--- src/rtl/calc_pkg.sv ---
// +--------------------------------------------------------------------+
// | calc_pkg: shared entry-state encoding and debounce default.         |
// | Rev 1.0                                                            |
// +--------------------------------------------------------------------+
`default_nettype none

package calc_pkg;

    typedef enum logic [1:0] {
        LOAD_A  = 2'd0,
        LOAD_B  = 2'd1,
        LOAD_OP = 2'd2,
        DONE    = 2'd3
    } state_t;

    localparam int DEBOUNCE_DEFAULT = 500000;

endpackage

`default_nettype wire

--- src/rtl/button_debounce.sv ---
// +--------------------------------------------------------------------+
// | button_debounce: 2-flop sync, debounce counter, rising-edge pulse.  |
// | Rev 1.0                                                            |
// +--------------------------------------------------------------------+
`default_nettype none

module button_debounce
    import calc_pkg::*;
#(
    parameter int DEBOUNCE_CYCLES = DEBOUNCE_DEFAULT
) (
    input  logic clk,
    input  logic reset,
    input  logic raw,
    output logic level,
    output logic press
);

    localparam int                c_cnt_w    = $clog2(DEBOUNCE_CYCLES);
    localparam logic [c_cnt_w-1:0] c_cnt_last = c_cnt_w'(DEBOUNCE_CYCLES - 1);

    logic               r_sync1;
    logic               r_sync2;
    logic               r_level;
    logic               r_level_d;
    logic               r_press;
    logic [c_cnt_w-1:0] r_cnt;

    always_ff @(posedge clk) begin
        if (reset) begin
            r_sync1   <= 1'b0;
            r_sync2   <= 1'b0;
            r_level   <= 1'b0;
            r_level_d <= 1'b0;
            r_press   <= 1'b0;
            r_cnt     <= '0;
        end else begin
            r_sync1 <= raw;
            r_sync2 <= r_sync1;
            // Any cycle where the synchronized level agrees restarts the count.
            if (r_sync2 != r_level) begin
                if (r_cnt == c_cnt_last) begin
                    r_level <= r_sync2;
                    r_cnt   <= '0;
                end else begin
                    r_cnt <= r_cnt + 1'b1;
                end
            end else begin
                r_cnt <= '0;
            end
            r_level_d <= r_level;
            r_press   <= r_level & ~r_level_d;
        end
    end

    assign level = r_level;
    assign press = r_press;

endmodule

`default_nettype wire

--- src/rtl/operand_loader.sv ---
// +--------------------------------------------------------------------+
// | operand_loader: debounced button-driven entry of a0, a1 and s.      |
// | Rev 1.0                                                            |
// +--------------------------------------------------------------------+
`default_nettype none

module operand_loader
    import calc_pkg::*;
#(
    parameter int DEBOUNCE_CYCLES = DEBOUNCE_DEFAULT
) (
    input  logic       clk,
    input  logic       reset,
    input  logic [3:0] sw,
    input  logic       sw_op,
    input  logic       btn_load,
    input  logic       btn_clear,
    output logic [3:0] a0,
    output logic [3:0] a1,
    output logic       s,
    output logic       valid,
    output logic [1:0] phase
);

    logic       w_load_press;
    logic       w_clear_press;
    state_t     r_state;
    logic [3:0] r_a0;
    logic [3:0] r_a1;
    logic       r_s;
    logic       r_valid;

    button_debounce #(.DEBOUNCE_CYCLES(DEBOUNCE_CYCLES)) u_load (
        .clk   (clk),
        .reset (reset),
        .raw   (btn_load),
        .level (),
        .press (w_load_press)
    );

    button_debounce #(.DEBOUNCE_CYCLES(DEBOUNCE_CYCLES)) u_clear (
        .clk   (clk),
        .reset (reset),
        .raw   (btn_clear),
        .level (),
        .press (w_clear_press)
    );

    always_ff @(posedge clk) begin
        if (reset || w_clear_press) begin
            // Clear shares the reset path so it always beats a same-cycle load.
            r_state <= LOAD_A;
            r_a0    <= 4'd0;
            r_a1    <= 4'd0;
            r_s     <= 1'b0;
            r_valid <= 1'b0;
        end else if (w_load_press) begin
            case (r_state)
                LOAD_A: begin
                    r_a0    <= sw;
                    r_state <= LOAD_B;
                end
                LOAD_B: begin
                    r_a1    <= sw;
                    r_state <= LOAD_OP;
                end
                LOAD_OP: begin
                    r_s     <= sw_op;
                    r_valid <= 1'b1;
                    r_state <= DONE;
                end
                default: begin
                    r_valid <= 1'b0;
                    r_state <= LOAD_A;
                end
            endcase
        end
    end

    assign a0    = r_a0;
    assign a1    = r_a1;
    assign s     = r_s;
    assign valid = r_valid;
    assign phase = r_state;

endmodule

`default_nettype wire
--- config.mk ---
export PLATFORM = sky130hd
export DESIGN_NAME = operand_loader
export DESIGN_NICKNAME = d
export VERILOG_FILES = /design/src/rtl/calc_pkg.sv /design/src/rtl/button_debounce.sv /design/src/rtl/operand_loader.sv
export SDC_FILE = /design/constraint.sdc
export NUM_CORES = 1
export LEC_CHECK = 0
export BUFFER_PORTS_ARGS = -buffer_cell sky130_fd_sc_hd__buf_2
export CAP_MARGIN = 10
export CORE_AREA = 5 5 75 77
export DETAILED_ROUTE_END_ITERATION = 8
export DIE_AREA = 0 0 80 82
export HOLD_SLACK_MARGIN = 0.05
export PLACE_DENSITY = 0.75
export SYNTH_ARGS = -nofsm -noshare
export SYNTH_HDL_FRONTEND = slang
export SYNTH_SLANG_ARGS = --single-unit
--- constraint.sdc ---
create_clock -name clk -period 2 [get_ports clk]
set_input_delay 0.3 -clock clk [delete_from_list [all_inputs] [get_ports clk]]
set_output_delay 0.3 -clock clk [all_outputs]
set_load 0.05 [all_outputs]
* Word-level counts from Yosys, hierarchy flattened
Cells that the tools add are included.
Storage, ports and cells: latch bits 0, flip-flop bits (word level) 60, bits in writable memories 0, bits in read-only memories 0, memories 0
Cells by class: $add $sub $neg 2, multiply operators 0, divide/modulo/power cells 0, reductions and logical operators 11, mux-type cells 2, magnitude comparators 0, equality and inequality tests 6, bitwise gates (word level) 7, shift operators 0
Operators by type and width (count):
- $add 19x1->19 const B | 2
- $eq 19x19->1 const B | 2
- $reduce_and 2->1 | 6
- $pmux 2 s3 | 1
- $reduce_or 3->1 | 2
- $not 1->1 | 5
- $and 1x1->1 | 2
- $eq 2x1->1 const B | 1
- $eq 2x2->1 const B | 1
- $logic_not 2->1 | 1
- $ne 1x1->1 | 2
- $pmux 1 s2 | 1
- $reduce_or 2->1 | 1
- $logic_or 1x1->1 | 1

* Logic depth before layout (Yosys ltp)
Gate-level depths: netlist of run 1.
word-level depth 4, gate-level depth with buffers 6

* Cells and area by module
From an unflattened synthesis of run 1, not the netlist that was laid out.
Unflattened totals: cell total of the unflattened synthesis 281, area total of the unflattened synthesis 2625.0 um^2
By module, submodules not included:
- button_debounce | cells each 111, times used 2, area an instance 1019.7 um^2, sequential area each 480.5 um^2
- operand_loader | cells each 59, times used 1, area an instance 585.6 um^2, sequential area each 240.2 um^2

* Worst setup path after synthesis of run 1
OpenSTA, ideal clock, no wires.
kind register to register, from register u_clear.r_cnt[0], to register u_clear.r_cnt[12], clock period less this slack 1808 ps, stages on the path, launching flop included 7, buffers on the path 1, setup slack 192 ps, data arrival time 1693 ps, cells stage by stage dfxtp_1 -> ha_1 -> nand3_2 -> or3_4 -> o31ai_4 -> buf_6 -> nor2_1
Between the ends: cells in the longest elaborated chain, start to end 2, elaborated cells on any way between the ends 3
RTL lines:
- start: declaration | line button_debounce.sv:27 | logic [c_cnt_w-1:0] r_cnt;
- start signal: assignment | line button_debounce.sv:46 | r_cnt <= r_cnt + 1'b1;
- branches (longest 2 deep; another with $add 19x1->19)
Parallel ways; which one is timed is not known. A chain may end at the register's enable or synchronous reset.

* Worst setup path after layout of run 1
from register u_load.r_cnt[4], to register u_load.r_cnt[17]
Between the ends: cells in the longest elaborated chain, start to end 2, elaborated cells on any way between the ends 3
RTL lines (line):
- start: declaration | button_debounce.sv:27
- start signal: assignment | button_debounce.sv:46
- branches (longest 2 deep; another with $add 19x1->19)
Parallel ways; which one is timed is not known.

==> results.toml, run 1 <==
[setup_path]
cp.arrival_ns = 2.04
worst_setup_path_end_kind = "flop"
worst-setup-path-type = "flop to flop"
timing.rr.start = "u_load.r_cnt[4]$_SDFF_PP0_"
r2r_setup_slack_ns = 0.22
reg2reg_depth = 4
cp.required_ns = 2.27
cp-start-kind = "flop"
crit_fanout = 9
rr_endpoint = "u_load.r_cnt[17]$_SDFF_PP0_"

[cts]
cts_made_buffers = 9
clock_latency_ns = 0.34
cts.sinks = 60
cts_max_level = 3
holdBufCountCts = 0
postCtsSetupBuffers = 0
cts_tree = "done"
clkTransAtPathRegs_ns = 0.06
post_cts_resize_count = 0
cts.path.max_buffers = 2
root_buffer = "clkbuf_8"

[global_route]
grt_use_total_pct = 16.2
antenna_found_initial = 0
grt_remaining_overflow = 0
grt_pass1_wl_um = 8230
grt_max_degree = 20
grt_pass1_vias = 1929

[routing]
ant_nets = 0
dr.first_iter.drc_count = 72
firstDrtPassIters = 4
vias = 2032
wl_per_cell_um = 12.1
via_per_inst = 5.18
drc = 0
wl_um = 4740

[placement]
dp_worst_setup_slack_ns = 0.242
place_area_mm2 = 0.00274
dp_hpwl_um = 3320
gp_congestion = 0.830
dp_cells = 376
portBuffers = 20

[synth]
syn-num-nets = 301
syn_inst = 287
ys.warnings.count = 0
syn_area_per_cell_um2 = 8.86
synth_area_mm2 = 0.00254
ys_seq_area_share_pct = 47.2
yosysUniqueCellTypes = 35
ys_ff_latch = 60

[sta]
holdWs_ns = 0.189
tightestPinTransition_ns = 0.532
skew_ns = 0.00507
hold_violations = 0
fin_tns_setup_ns = 0
min_period_ns = 1.78
fin_crit_sh_pct = 88.8
setup_viol = 0
slew_headroom_pct = 64.5
fmax_ghz = 0.563
rsz0062_at_grt = "false"
layout_setup_ws_ns = 0.224
slew_violations = 0

[die]
chipHeight_um = 82
die-area_mm2 = 0.00656
ioPinCount = 21
initial_utilization_pct = 51.4
coreArea_mm2 = 0.00494
dieWidth_um = 80
rows = 26

[power_and_ir_drop]
leakagePower_nw = 0.947
ir_drop_uv = 579
p_per_area_mw_per_mm2 = 741

[run]
cap_violations = 0

[status]
outcome = "finished, final reports clean"

[finish]
areaGrowthSynthToFinish_pct = 14.4
num-nets-final = 331
final_cells = 392
final_area_mm2 = 0.00291
layout-drive-gt1-share_pct = 15.5
diodes = 0

[worst_hold_path]
worstHoldPathType = "input port to flop"
worstHoldStart = "btn_clear"
hold_end = "u_clear.r_sync1$_SDFF_PP0_"
hold_depth = 2
[cell type report]
type                            instances  area, um^2
Clock buffer                           11         141
Clock inverter                          5        27.5
Fill cell                             480        2030
Inverter                               12        45.0
Multi-Input combinational cell        208        1260
Sequential cell                        60        1200
Tap cell                               70        87.6
Timing Repair Buffer                   26         145
[logic make-up (layout without fill, tap and decap cells)]
family	count (synthesis)	count (layout)	synth area share [%]
xor gates and xnor gates	31	31	10.7
and+or+nand+nor	146	146	29.7
AOI/OAI and AO/OA	23	23	5.61
DFF	60	60	47.2
adders and majority gates	5	5	2.46
muxes	3	3	1.18
buffers and inverters	19	54	3.15
[worst max-delay path: stages (launching register included)]
cell     delay [ns]
dfxtp_1        0.47
nand4_4        0.21
or3_4          0.45
or4_1          0.41
a21oi_1        0.15
[synthesized netlist by cell type]
cell / count / area, um^2
and4_1: 1 / 8.76
nand2_1: 22 / 82.6
nor2_1: 47 / 176
nand3_2: 1 / 10.0
inv_1: 12 / 45.0
mux2i_1: 3 / 30.0
or4_1: 1 / 7.51
a211oi_1: 1 / 7.51
a21oi_1: 14 / 70.1
nand3_1: 22 / 110
xnor2_1: 24 / 210
or3_4: 2 / 22.5
or3_1: 3 / 18.8
or4b_2: 1 / 10.0
nor2b_1: 4 / 25.0
and3_1: 1 / 6.26
or2_2: 2 / 12.5
o21ai_0: 3 / 15.0
o31ai_1: 2 / 15.0
and4bb_2: 1 / 12.5
nand4_4: 1 / 21.3
xor2_1: 7 / 61.3
clkbuf_1: 5 / 18.8
ha_1: 5 / 62.6
buf_2: 1 / 5.00
nand2b_1: 4 / 25.0
o31ai_4: 1 / 21.3
nor4b_1: 3 / 26.3
dfxtp_1: 60 / 1200
a31oi_1: 1 / 6.26
o21bai_1: 1 / 7.51
nand4_1: 12 / 75.1
nor4_1: 12 / 75.1
nor3_1: 6 / 30.0
buf_6: 1 / 11.3
[layer usage]
metal / up-vias / global-route usage [%] / wire (um)
met2: 35 / 27.3 / 2400
met3: 4 / 6.47 / 225
met1: 946 / 17.9 / 2070
met5: - / 0 / 0
met4: 0 / 7.43 / 45
li1: 1047 / - / -
[worst max-delay path by stage]
stage / to / depth (start not counted) / start / slack (ns)
final: u_load.r_cnt[17]$_SDFF_PP0_ / 4 / u_load.r_cnt[4]$_SDFF_PP0_ / 0.22
after detailed placement: u_load.level$_SDFFE_PP0P_ / 5 / u_load.r_cnt[0]$_SDFF_PP0_ / 0.24
after floorplan: u_clear.r_cnt[12]$_SDFF_PP0_ / 6 / u_clear.r_cnt[0]$_SDFF_PP0_ / 0.19
after CTS: u_load.level$_SDFFE_PP0P_ / 5 / u_load.r_cnt[0]$_SDFF_PP0_ / 0.20
after global placement: u_load.level$_SDFFE_PP0P_ / 5 / u_load.r_cnt[0]$_SDFF_PP0_ / 0.28
after global routing: u_load.level$_SDFFE_PP0P_ / 5 / u_load.r_cnt[0]$_SDFF_PP0_ / 0.08
[power breakdown]
part	leakage, nW	internal (W)	switching [W]	total [W]
combinational	0.374	0.0000137	0.0000182	0.0000319
clock	0.0889	0.000474	0.000447	0.000921
sequential	0.484	0.00120	0.00000281	0.00120
[sequential cells by signal, summed over array words and instances, names as in the netlist, 2 cells and up]
| register | flops |
|---|---|
| a0 | 4 |
| a1 | 4 |
| phase | 2 |
| u_clear.r_cnt | 19 |
| u_load.r_cnt | 19 |
[cells in the final DEF (no fill, tap or decap), types with 2 or more instances in the layout]
cell      netlist  routed
mux2i_1         3       3
o21ai_0         3       3
nor4_1         12      12
nand4_1        12      12
nor4b_1         3       3
nor3_1          6       6
ha_1            5       5
dfxtp_1        60      60
or3_1           3       3
buf_2           1      20
o31ai_1         2       2
xor2_1          7       7
nand2b_1        4       4
nor2_1         47      47
clkbuf_8        0      10
or2_2           2       2
nand3_1        22      22
a21oi_1        14      14
or3_4           2       2
buf_4           0       6
inv_1          12      12
nand2_1        22      22
nor2b_1         4       4
xnor2_1        24      24
clkinv_2        0       4
[metrics by stage]
step / total power (W) / utilization [%]
floorplan: 0.00125 / -
global placement: 0.00126 / 55.4
detailed placement: 0.00126 / 55.4
CTS: 0.00220 / 58.9
global route: 0.00226 / 58.9
finish: 0.00216 / 58.9
Power figures use the tool's default switching activity.
==> run 2: changes to the inputs <==
==> constraint.sdc (replaced) <==
create_clock -name clk -period 2.3 [get_ports clk]
set_input_delay 0.345 -clock clk [delete_from_list [all_inputs] [get_ports clk]]
set_output_delay 0.345 -clock clk [all_outputs]
set_load 0.05 [all_outputs]
==> results.toml, run 2 (same netlist as run 1, synthesis figures left out) <==
[global_route]
globalRouteMet2Util_pct = 25.5
top_usage_layer = "met2"
grt_remaining_overflow = 0
antenna_found_initial = 0
grt_pass1_vias = 1859
grt_max_degree = 20
grt_use_total_pct = 15.4
grt_pass1_wl_um = 7820
grtUsageMet1_pct = 17.4
met3_usage_pct = 6.03

[cts]
cts_max_level = 3
root_buffer = "clkbuf_8"
clkTransAtPathRegs_ns = 0.06
clock_latency_ns = 0.32
cts_tree = "done"
cts_made_buffers = 9
postCtsSetupBuffers = 0
post_cts_resize_count = 0
cts.path.max_buffers = 2
cts.sinks = 60
holdBufCountCts = 0

[power_and_ir_drop]
clockPowerShare_pct = 46.6
netSwitchingFraction_pct = 19.8
seqPwrFrac_pct = 52.0
ir_drop_uv = 511
leakagePower_nw = 0.948
comb_power_share_pct = 1.4
p_per_area_mw_per_mm2 = 688
power.switching_w = 0.000398
p_int_w = 0.00161

[routing]
wl_per_cell_um = 11.3
drc = 0
firstDrtPassIters = 4
ant_nets = 0
wl_um = 4420
dr.first_iter.drc_count = 117
via_per_inst = 5.21
vias = 2027

[finish]
layout_common_cells = "dfxtp_1 (60), nor2_1 (47), xnor2_1 (24)"
layout_commonest_cell = "dfxtp_1"
diodes = 0
layout-drive-gt1-share_pct = 14.7
utilization_pct = 59.1
num-nets-final = 328
areaGrowthSynthToFinish_pct = 14.9
nFillCells = 449
top_regs = "u_clear.r_cnt: 19 flops, u_load.r_cnt: 19 flops"
seq_area_mm2 = 0.00120
multi_input_area_mm2 = 0.00126

[setup_path]
critPathBufInv = 1
slowest_stage = "or3_4"
cp.arrival_ns = 2.05
worstPathCellList = "ha_1, nand3_2, or3_4, o31ai_4, buf_4, nor2_1"
cp-start-kind = "flop"
worst-setup-path-type = "flop to flop"
worst_setup_path_end_kind = "flop"
rr_endpoint = "u_clear.r_cnt[12]$_SDFF_PP0_"
reg2reg_depth = 6
r2r_setup_slack_ns = 0.46
cp_top_family = "simple AND/OR/NAND/NOR gates"
crit_fanout = 19
cpPeakStageDelay_ns = 0.40
cp.required_ns = 2.51
timing.rr.start = "u_clear.r_cnt[0]$_SDFF_PP0_"

[sta]
layout_setup_ws_ns = 0.457
rsz0062_at_grt = "false"
fin_tns_setup_ns = 0
slew_violations = 0
setup_viol = 0
slew_headroom_pct = 65.2
skew_ns = 0.00719
fmax_ghz = 0.543
fin_crit_sh_pct = 80.1
hold_violations = 0
min_period_ns = 1.84
tightestPinTransition_ns = 0.521

[die]
initial_utilization_pct = 51.4
ioPinCount = 21
coreArea_mm2 = 0.00494
chipHeight_um = 82
dieWidth_um = 80
die-area_mm2 = 0.00656
rows = 26

[worst_hold_path]
worstHoldStart = "btn_clear"
worstHoldPathType = "input port to flop"
hold_end = "u_clear.r_sync1$_SDFF_PP0_"
hold_depth = 2

[run]
cap_violations = 0

[placement]
gp_congestion = 0.790
portBuffers = 20
dp_worst_setup_slack_ns = 0.452
dp_hpwl_um = 3180

[status]
outcome = "finished, final reports clean"
-- run 2: area by class of cell --
type / count / area share, %
Inverter: 12 / 1.54
Clock inverter: 4 / 1.63
Multi-Input combinational cell: 208 / 43.2
Clock buffer: 12 / 5.31
Sequential cell: 60 / 41.1
Timing Repair Buffer: 23 / 4.20
Tap cell: 70 / 3.00
-- run 2: how the worst max path moves through the flow --
stage	start	end	slack, ns	cells after the start
2_1_floorplan	u_clear.r_cnt[0]$_SDFF_PP0_	u_clear.r_cnt[10]$_SDFF_PP0_	0.49	6
3_3_place_gp	u_clear.r_cnt[0]$_SDFF_PP0_	u_clear.r_cnt[9]$_SDFF_PP0_	0.51	6
3_5_place_dp	u_clear.r_cnt[0]$_SDFF_PP0_	u_clear.r_cnt[2]$_SDFF_PP0_	0.45	6
4_1_cts	u_clear.r_cnt[0]$_SDFF_PP0_	u_clear.r_cnt[2]$_SDFF_PP0_	0.44	6
5_1_grt	u_clear.r_cnt[0]$_SDFF_PP0_	u_clear.r_cnt[13]$_SDFF_PP0_	0.33	6
6_report	u_clear.r_cnt[0]$_SDFF_PP0_	u_clear.r_cnt[12]$_SDFF_PP0_	0.46	6
-- run 2: stage by stage --
step	std cells	hold WS, ns	total power (W)	cell area (um^2)
after floorplan	287	0.368	0.00108	2540
after global placement	373	0.371	0.00110	2720
after detailed placement	373	0.376	0.00110	2720
after CTS	389	0.222	0.00204	2920
after global routing	389	0.227	0.00211	2920
final	389	0.235	0.00201	2920
-- run 2: power groups by stage --
stage | Sequential [W] | Combinational (W) | Clock [W]
global route | 0.00105 | 0.0000309 | 0.00103
global placement | 0.00107 | 0.0000279 | 0
CTS | 0.00105 | 0.0000284 | 0.000966
finish | 0.00105 | 0.0000277 | 0.000936
floorplan | 0.00107 | 0.0000166 | 0
detailed placement | 0.00107 | 0.0000280 | 0
-- run 2: routing by layer --
layer,wire [um],up-vias
li1,-,1046
met1,1980,939
met2,2170,35
met3,203,7
met4,65,0
met5,0,-
==> run 3: changes to the inputs <==
==> constraint.sdc (replaced) <==
create_clock -name clk -period 1.9 [get_ports clk]
set_input_delay 0.285 -clock clk [delete_from_list [all_inputs] [get_ports clk]]
set_output_delay 0.285 -clock clk [all_outputs]
set_load 0.05 [all_outputs]
==> results.toml, run 3 (same netlist as run 1, synthesis figures left out) <==
[die]
die-area_mm2 = 0.00656
rows = 26
coreArea_mm2 = 0.00494
chipHeight_um = 82
ioPinCount = 21
initial_utilization_pct = 51.4
dieWidth_um = 80

[routing]
ant_nets = 0
drc = 0
via_per_inst = 5.26
met1Wirelength_um = 2150
wl_met3_um = 192
firstDrtPassIters = 4
wl_um = 4800
wl_met2_um = 2280
vias = 2072
dr.first_iter.drc_count = 87
wl_per_cell_um = 12.2
highest_layer = "met4"

[cts]
clkTransAtPathRegs_ns = 0.06
cts_made_buffers = 9
cts_max_level = 3
post_cts_resize_count = 0
cts.path.max_buffers = 2
clock_latency_ns = 0.34
root_buffer = "clkbuf_8"
postCtsSetupBuffers = 0
cts_tree = "done"
cts.sinks = 60
holdBufCountCts = 0

[worst_hold_path]
worstHoldStart = "btn_load"
worstHoldPathType = "input port to flop"
hold_depth = 2
hold_end = "u_load.r_sync1$_SDFF_PP0_"

[setup_path]
r2r_setup_slack_ns = 0.12
timing.rr.start = "u_load.r_cnt[0]$_SDFF_PP0_"
crit_fanout = 4
worst-setup-path-type = "flop to flop"
reg2reg_depth = 5
rr_endpoint = "u_load.level$_SDFFE_PP0P_"
worst_setup_path_end_kind = "flop"
cp-start-kind = "flop"
cp.arrival_ns = 2.03
cp.required_ns = 2.16

[finish]
multi_input_area_mm2 = 0.00126
top_regs = "u_clear.r_cnt: 19 flops, u_load.r_cnt: 19 flops"
layout-drive-gt1-share_pct = 15.4
nFillCells = 438
layout_commonest_cell = "dfxtp_1"
areaGrowthSynthToFinish_pct = 15.8
diodes = 0
layout_common_cells = "dfxtp_1 (60), nor2_1 (47), xnor2_1 (24)"
seq_area_mm2 = 0.00120
num-nets-final = 334

[sta]
min_period_ns = 1.78
fin_crit_sh_pct = 93.4
slew_violations = 0
skew_ns = 0.00621
setup_viol = 0
slew_headroom_pct = 63.4
hold_violations = 0
tightestPinTransition_ns = 0.549
holdWs_ns = 0.162
rsz0062_at_grt = "false"
fmax_ghz = 0.563
fin_tns_setup_ns = 0

[global_route]
grt_pass1_wl_um = 8350
grt_use_total_pct = 16.5
grt_remaining_overflow = 0
grt_pass1_vias = 1973
grt_max_degree = 20
antenna_found_initial = 0

[run]
cap_violations = 0

[power_and_ir_drop]
ir_drop_uv = 503
leakagePower_nw = 0.961
p_per_area_mw_per_mm2 = 777

[placement]
portBuffers = 20
gp_congestion = 0.831
dp_hpwl_um = 3400

[status]
outcome = "finished, final reports clean"
-- run 3: cell types whose count changed in the layout (fill, tap and decap cells not counted), sizes merged --
cell / previous run / this run
buf: 23 / 29
clkbuf: 12 / 14
clkinv: 2 / 0
bufinv: 1 / 0
-- run 3: metal layers --
metal	global-route usage, %	up-vias
met5	0	-
met4	10.8	0
met3	4.93	17
met2	26.9	28
met1	18.6	976
li1	-	1051
-- run 3: worst max path at each step --
stage          cells after the start                         from                      endpoint  slack [ns]
4_1_cts                            5   u_load.r_cnt[0]$_SDFF_PP0_     u_load.level$_SDFFE_PP0P_        0.12
3_3_place_gp                       5   u_load.r_cnt[0]$_SDFF_PP0_     u_load.level$_SDFFE_PP0P_        0.21
5_1_grt                            5   u_load.r_cnt[0]$_SDFF_PP0_     u_load.level$_SDFFE_PP0P_       0.009
2_1_floorplan                      6  u_clear.r_cnt[0]$_SDFF_PP0_  u_clear.r_cnt[12]$_SDFF_PP0_        0.09
6_report                           5   u_load.r_cnt[0]$_SDFF_PP0_     u_load.level$_SDFFE_PP0P_        0.12
3_5_place_dp                       5   u_load.r_cnt[0]$_SDFF_PP0_     u_load.level$_SDFFE_PP0P_        0.13
-- run 3: critical path: stages (launching register included) --
cell and delay [ns]:
dfxtp_1 0.37, ha_1 0.24, and3_1 0.24, nand3_1 0.13, or4b_2 0.62, o21ai_0 0.09
-- run 3: area by class of cell --
cell class | count | share of cell area [%]
tap | 70 | 2.97
clock buffer | 14 | 5.52
sequential | 60 | 40.8
clock inverter | 1 | 0.255
inverter | 12 | 1.53
multi-input combinational | 208 | 42.8
timing repair buffer | 29 | 6.11
-- run 3: per-stage QoR --
| stage | utilization [%] | area [um^2] | setup WS, ns | instances | power, W |
|---|---|---|---|---|---|
| after floorplan | - | 2540 | 0.0920 | 287 | 0.00131 |
| after global placement | 56.1 | 2780 | 0.210 | 379 | 0.00133 |
| after detailed placement | 56.1 | 2780 | 0.132 | 379 | 0.00133 |
| after CTS | 59.6 | 2950 | 0.123 | 394 | 0.00232 |
| after global routing | 59.6 | 2950 | 0.00902 | 394 | 0.00240 |
| final | 59.6 | 2950 | 0.125 | 394 | 0.00229 |
-- run 3: power by group --
| part | switching [W] | total, W | leakage, nW | internal [W] |
|---|---|---|---|---|
| registers | 0.00000324 | 0.00127 | 0.484 | 0.00126 |
| clock network | 0.000450 | 0.000988 | 0.0828 | 0.000538 |
| logic | 0.0000192 | 0.0000349 | 0.394 | 0.0000157 |
